===== src/rtl/sbox_permute_serial.sv =====
// sbox_permute_serial
//   Reduces the 48-bit round value (E(R) XOR subkey) back to 32 bits.
//   It applies the eight DES S-boxes S1..S8 and then the P permutation.
//   The S-boxes are evaluated serially, SBOX_PER_CYCLE per clock, so a block
//   takes K = 8/SBOX_PER_CYCLE compute cycles.
//
// Ports
//   clk        rising-edge clock
//   rst_n      asynchronous active-low reset
//   in_valid   x_in is valid
//   in_ready   block can accept x_in (only while idle)
//   x_in       48-bit E(R) XOR subkey, DES bit n at index [48-n]
//   out_valid  f_out is valid, held until out_ready
//   out_ready  downstream accepts f_out
//   f_out      P(S1..S8 output), DES bit n at index [32-n]
module sbox_permute_serial #(
  parameter int SBOX_PER_CYCLE = 1
) (
  input  logic        clk,
  input  logic        rst_n,
  input  logic        in_valid,
  output logic        in_ready,
  input  logic [47:0] x_in,
  output logic        out_valid,
  input  logic        out_ready,
  output logic [31:0] f_out
);

  localparam int K  = 8 / SBOX_PER_CYCLE;
  localparam int GW = 6 * SBOX_PER_CYCLE;
  localparam int NW = 4 * SBOX_PER_CYCLE;
  localparam logic [2:0] LAST = 3'(K - 1);

  // Only power-of-two lane counts divide the eight S-boxes evenly.
  if (!(SBOX_PER_CYCLE == 1 || SBOX_PER_CYCLE == 2 ||
        SBOX_PER_CYCLE == 4 || SBOX_PER_CYCLE == 8)) begin : g_bad_param
    $error("sbox_permute_serial: SBOX_PER_CYCLE must be 1, 2, 4 or 8");
  end

  // Each S-box is 4 rows x 16 columns of nibbles, row 0 column 0 at the MSB.
  localparam logic [255:0] S1 = {64'hE4D12FB83A6C5907, 64'h0F74E2D1A6CB9538,
                                 64'h41E8D62BFC973A50, 64'hFC8249175B3EA06D};
  localparam logic [255:0] S2 = {64'hF18E6B34972DC05A, 64'h3D47F28EC01A69B5,
                                 64'h0E7BA4D158C6932F, 64'hD8A13F42B67C05E9};
  localparam logic [255:0] S3 = {64'hA09E63F51DC7B428, 64'hD709346A285ECBF1,
                                 64'hD6498F30B12C5AE7, 64'h1AD069874FE3B52C};
  localparam logic [255:0] S4 = {64'h7DE3069A1285BC4F, 64'hD8B56F03472C1AE9,
                                 64'hA690CB7DF13E5284, 64'h3F06A1D8945BC72E};
  localparam logic [255:0] S5 = {64'h2C417AB6853FD0E9, 64'hEB2C47D150FA3986,
                                 64'h421BAD78F9C5630E, 64'hB8C71E2D6F09A453};
  localparam logic [255:0] S6 = {64'hC1AF92680D34E75B, 64'hAF427C9561DE0B38,
                                 64'h9EF528C3704A1DB6, 64'h432C95FABE17608D};
  localparam logic [255:0] S7 = {64'h4B2EF08D3C975A61, 64'hD0B7491AE35C2F86,
                                 64'h14BDC37EAF680592, 64'h6BD814A7950FE23C};
  localparam logic [255:0] S8 = {64'hD2846FB1A93E50C7, 64'h1FD8A374C56B0E92,
                                 64'h7B419CE206ADF358, 64'h21E74A8DFC90356B};

  // P table: output bit i+1 takes S-result bit P_TBL[i] (bit 1 = MSB).
  localparam int P_TBL [32] = '{16,  7, 20, 21, 29, 12, 28, 17,
                                 1, 15, 23, 26,  5, 18, 31, 10,
                                 2,  8, 24, 14, 32, 27,  3,  9,
                                19, 13, 30,  6, 22, 11,  4, 25};

  typedef enum logic [1:0] {IDLE, BUSY, DONE} state_t;

  state_t            state;
  state_t            state_next;
  logic [47:0]       shreg;
  logic [31:0]       acc;
  logic [31:0]       acc_next;
  logic [2:0]        cnt;
  logic [NW-1:0]     nibbles;

  // Row is {b1,b6}, column is {b2..b5}; flattened index row*16+col.
  function automatic logic [3:0] sbox_lookup(input logic [2:0] sel,
                                             input logic [5:0] b);
    logic [255:0] tbl;
    logic [5:0]   pos;
    case (sel)
      3'd0:    tbl = S1;
      3'd1:    tbl = S2;
      3'd2:    tbl = S3;
      3'd3:    tbl = S4;
      3'd4:    tbl = S5;
      3'd5:    tbl = S6;
      3'd6:    tbl = S7;
      default: tbl = S8;
    endcase
    pos = {b[5], b[0], b[4:1]};
    return tbl[4*(63 - int'(pos)) +: 4];
  endfunction

  function automatic logic [31:0] p_perm(input logic [31:0] s);
    logic [31:0] p;
    p = '0;
    for (int i = 0; i < 32; i++) begin
      p[31-i] = s[32 - P_TBL[i]];
    end
    return p;
  endfunction

  // Look up the S-boxes sitting at the top of the shift register this cycle
  // and form the accumulator value with their nibbles appended; the first
  // S-box of the group lands in the higher nibble.
  always_comb begin
    nibbles = '0;
    for (int j = 0; j < SBOX_PER_CYCLE; j++) begin
      nibbles[NW-4-4*j +: 4] = sbox_lookup(3'(int'(cnt) * SBOX_PER_CYCLE + j),
                                           shreg[47-6*j -: 6]);
    end
    acc_next = (acc << NW) | 32'(nibbles);
  end

  // Datapath and state register. f_out is only written on the final compute
  // cycle so it stays stable through DONE and afterwards until the next block.
  always_ff @(posedge clk or negedge rst_n) begin
    if (!rst_n) begin
      state <= IDLE;
      shreg <= '0;
      acc   <= '0;
      cnt   <= '0;
      f_out <= '0;
    end else begin
      state <= state_next;
      case (state)
        IDLE: begin
          if (in_valid) begin
            shreg <= x_in;
            acc   <= '0;
            cnt   <= '0;
          end
        end
        BUSY: begin
          shreg <= shreg << GW;
          acc   <= acc_next;
          cnt   <= cnt + 3'd1;
          if (cnt == LAST) begin
            f_out <= p_perm(acc_next);
          end
        end
        default: begin
        end
      endcase
    end
  end

  // Next state and handshake outputs; both ready and valid decode the
  // registered state only, so neither has a path from the opposite input.
  always_comb begin
    state_next = state;
    in_ready   = 1'b0;
    out_valid  = 1'b0;
    case (state)
      IDLE: begin
        in_ready = 1'b1;
        if (in_valid) begin
          state_next = BUSY;
        end
      end
      BUSY: begin
        if (cnt == LAST) begin
          state_next = DONE;
        end
      end
      DONE: begin
        out_valid = 1'b1;
        if (out_ready) begin
          state_next = IDLE;
        end
      end
      default: begin
        state_next = IDLE;
      end
    endcase
  end

endmodule


===== config.mk =====
export PLATFORM = sky130hd
export DESIGN_NAME = sbox_permute_serial
export DESIGN_NICKNAME = d
export VERILOG_FILES = /design/src/rtl/sbox_permute_serial.sv
export SDC_FILE = /design/constraint.sdc
export NUM_CORES = 1
export LEC_CHECK = 0
export CORE_MARGIN = 8
export CORE_UTILIZATION = 40
export DETAILED_ROUTE_END_ITERATION = 8
export DONT_BUFFER_PORTS = 1
export SLEW_MARGIN = 30
export SYNTH_ARGS = -nofsm -noshare
export SYNTH_HDL_FRONTEND = slang
export SYNTH_SLANG_ARGS = --single-unit

===== constraint.sdc =====
create_clock -name clk -period 3.95 [get_ports clk]
set_clock_uncertainty 0.15 [all_clocks]
set_input_delay 0.79 -clock clk [delete_from_list [all_inputs] [get_ports clk]]
set_output_delay 0.79 -clock clk [all_outputs]
set_load 0.02 [all_outputs]

==> results by group, run 1 <==
Run status
  • Result of the run: complete, no violations

Synthesis
  • Cell count after synthesis: 1020
  • Synth Flop Type: dfrtp_1
  • Synth Warn #: 0
  • Seq/Total Area, Yosys: 33.0%
  • Asr flop ratio synth: 100%
  • Top cells by area, synth: dfrtp_1 (33%), a21oi_1 (5.7%), o21ai_0 (5.7%)
  • Synthesis-stage register bit count: 113
  • Post-synth EDFFs: 0
  • Library cells used by synthesis: 86
  • Post-Syn Area: 8570 sq um
  • Mapped Nets: 1086
  • Post-Syn Area per Cell: 8.40 sq um
  • Synth top area share: 33.0%
  • Dominant cell type by area after synthesis: dfrtp_1

Clocking
  • CTS tree: built
  • Clk_lat worst skew: 0.41 ns
  • Root Buffer: clkbuf_16
  • CTS sink count: 113
  • CTS buffer count: 17
  • Post-CTS Setup Bufs: 0
  • Reg clk slew, reported paths: 0.06 ns
  • H-tree Lvls: 4
  • Max Root-Sink Buffers: 2

Worst setup path
  • CP startpoint: cnt[1]$_DFFE_PN0P_
  • Worst EP required: 4.09 ns
  • Reg-to-Reg End: f_out[5]$_DFFE_PN0P_
  • Crit path max-delay cell type: ha_1
  • Crit Path Category: register to register
  • Flop-to-flop setup slack: 0.15 ns
  • Crit-path most repeated cell: buf_4
  • Crit-path cells: inv_1 -> ha_1 -> nor3_1 -> buf_4 -> a2111oi_0 -> buf_4 -> o31ai_1 -> a31oi_1 -> o211ai_1 -> a22oi_1 -> buf_4 -> o21ai_1
  • R2R Path Start: cnt[1]$_DFFE_PN0P_
  • CP arrival: 3.95 ns
  • Type of origin of the critical path: register
  • R2R depth: 12
  • Top delay family on crit path: compound AO/OA/AOI/OAI gates
  • Slowest cell delay on critical path: 0.64 ns
  • Setup crit end kind: register
  • Crit path max fanout: 12
  • Bufs and invs on worst path: 4

Final layout
  • NumNets Final: 1060
  • Area Growth Syn to Fin: 12.2%
  • Commonest non-fill, non-tap cells in the layout: dfrtp_1 (109), a21oi_1 (98), o21ai_0 (97)
  • Non-filler cells, final: 1282
  • Layout cell share with drive strength beyond 1: 16.7%
  • Commonest non-fill, non-tap cell in the layout: dfrtp_1
  • Antenna fix cells: 0

GRT
  • Largest net degree at the start of global routing: 114
  • Vias in the first global route: 8491
  • First-pass GRT wire length: 52600 um
  • Gr ovfl total: 0
  • Initial antenna violation count: 1
  • Total GRT Usage: 25.7%

STA
  • Worst-Margin Slew: 0.842 ns
  • Fin crit period: 3.80 ns
  • Fin. max-slew vios: 0
  • Worst rel slew slack: 43.4%
  • Peak Freq: 263 MHz
  • Unrepaired setup endpoints after global routing: no
  • Period utilisation layout: 96.3%
  • Final Hold Vio Count: 0
  • Setup violators final: 0
  • Setup TNS: 0 ns

Route
  • Drt drc: 0
  • Avg WL per Cell: 27.0 um
  • Vias/cell: 6.89
  • Final ANT Viol Nets: 0
  • DRT iter0 DRCs: 1244
  • Router iterations before antenna repair: 6
  • Vias: 8828
  • WL final: 34600 um

Place
  • Gpl congestion: 1.05
  • Placed cell count: 1249
  • Port bufs: 0
  • Detail Placement HPWL: 23100 um

Die
  • Die Ht: 162 um
  • # IOs: 86
  • Core area: 21000 sq um
  • Die X: 162 um
  • Area of the die: 26400 sq um
  • Starting Density: 40.8%
  • Row cnt: 53

Pwr
  • P per Cell Area: 1080 nW/um^2
  • LEAKAGE: 3.82 nW
  • Maximum vdd drop: 0.592 mV

Flow run
  • Max-cap viol count: 0

Worst hold path
  • Worst Hold Class: input port to asynchronous set/reset pin
sequential cells by signal, indices dropped and copies added (netlist names):
signal / count
shreg: 48
acc: 28
f_out: 32
cnt: 3
state: 2
routing by layer:
layer | part of all wire (%) | global-route usage, % | routed length, um
met5 | 0.038 | 0 | 13
met4 | 5.9 | 14.9 | 2040
met3 | 12 | 7.91 | 4070
met2 | 43 | 37.0 | 14800
met1 | 40 | 33.4 | 13700
cells by family (layout without fill, tap and decap cells):
family,count (synthesis),after routing,synth area share (%)
mux,36,36,4.78
fa+ha+maj,14,14,2.40
compound gates,441,441,34.8
buf+inv,124,111,6.63
flops,113,113,33.0
simple gates,292,292,18.4
repair_timing:
item | 4_1_cts | 5_1_grt
endpoints found under the setup margin | 0 | 0
hold endpoints to repair | 113 | 0
hold buffers | 1 | 0
gates resized for setup | 0 | 0
worst reg2reg max path: cells and delay by family (launching register included):
family                   cells  cell delay [ns]
AO/OA/AOI/OAI                6             1.24
buffers and inverters        4             0.83
adder cells (fa/ha/maj)      1             0.64
flip-flops                   1             0.51
AND/OR/NAND/NOR              1             0.32
synth_stat cells, types with 11 or more instances:
master and instances:
dfrtp_1 113, a21oi_1 98, o21ai_0 97, clkbuf_1 62
nor2b_1 56, nor2_1 51, nand2_1 50, a22oi_1 41
buf_2 37, nor3_1 37, mux2_2 29, a22o_1 26
nand2b_1 23, o211ai_1 19, a31oi_1 17, nand3_1 16
a211oi_1 11
worst max path at each step:
stage	end	slack, ns	depth (start not counted)
6_report	f_out[5]$_DFFE_PN0P_	0.15	12
5_1_grt	acc[0]$_DFFE_PN0P_	0.13	10
4_1_cts	f_out[5]$_DFFE_PN0P_	0.25	12
3_5_place_dp	acc[2]$_DFFE_PN0P_	0.27	12
3_3_place_gp	f_out[5]$_DFFE_PN0P_	0.37	12
2_1_floorplan	acc[0]$_DFFE_PN0P_	0.54	14
metrics by stage:
| step | area, sq um | total power, mW | hold WS, ns | utilization, % | worst slack, ns |
|---|---|---|---|---|---|
| 5_1_grt | 9620 | 10.8 | 0.208 | 45.7 | 0.127 |
| 3_3_place_gp | 8950 | 8.49 | 0.333 | 42.6 | 0.373 |
| 4_1_cts | 9620 | 10.1 | 0.198 | 45.7 | 0.249 |
| 2_1_floorplan | 8570 | 6.18 | 0.312 | - | 0.543 |
| 6_report | 9620 | 10.3 | 0.145 | 45.7 | 0.145 |
| 3_5_place_dp | 8950 | 8.36 | 0.335 | 42.6 | 0.271 |
area by class of cell:
cell class	instances	area, sq um
Fill cell	2041	11400
Sequential cell	113	2830
Clock inverter	15	208
Inverter	12	45.0
Clock buffer	17	425
Timing Repair Buffer	67	573
Tap cell	275	344
Multi-Input combinational cell	783	5190
power by group:
| part | leakage (nW) | total [mW] | switching (mW) | internal (mW) |
|---|---|---|---|---|
| sequential | 1.47 | 2.28 | 0.664 | 1.61 |
| combinational | 2.04 | 6.45 | 4.16 | 2.29 |
| clock | 0.308 | 1.62 | 0.557 | 1.06 |
Note: power is estimated with default switching activity, not from simulation.
==> run 2, diff against run 1 <==
- ABC_CLOCK_PERIOD_IN_PS: not set -> 3950
==> results of run 2 <==
Same layout as run 1: the final DEF is identical, and so are final timing and power.
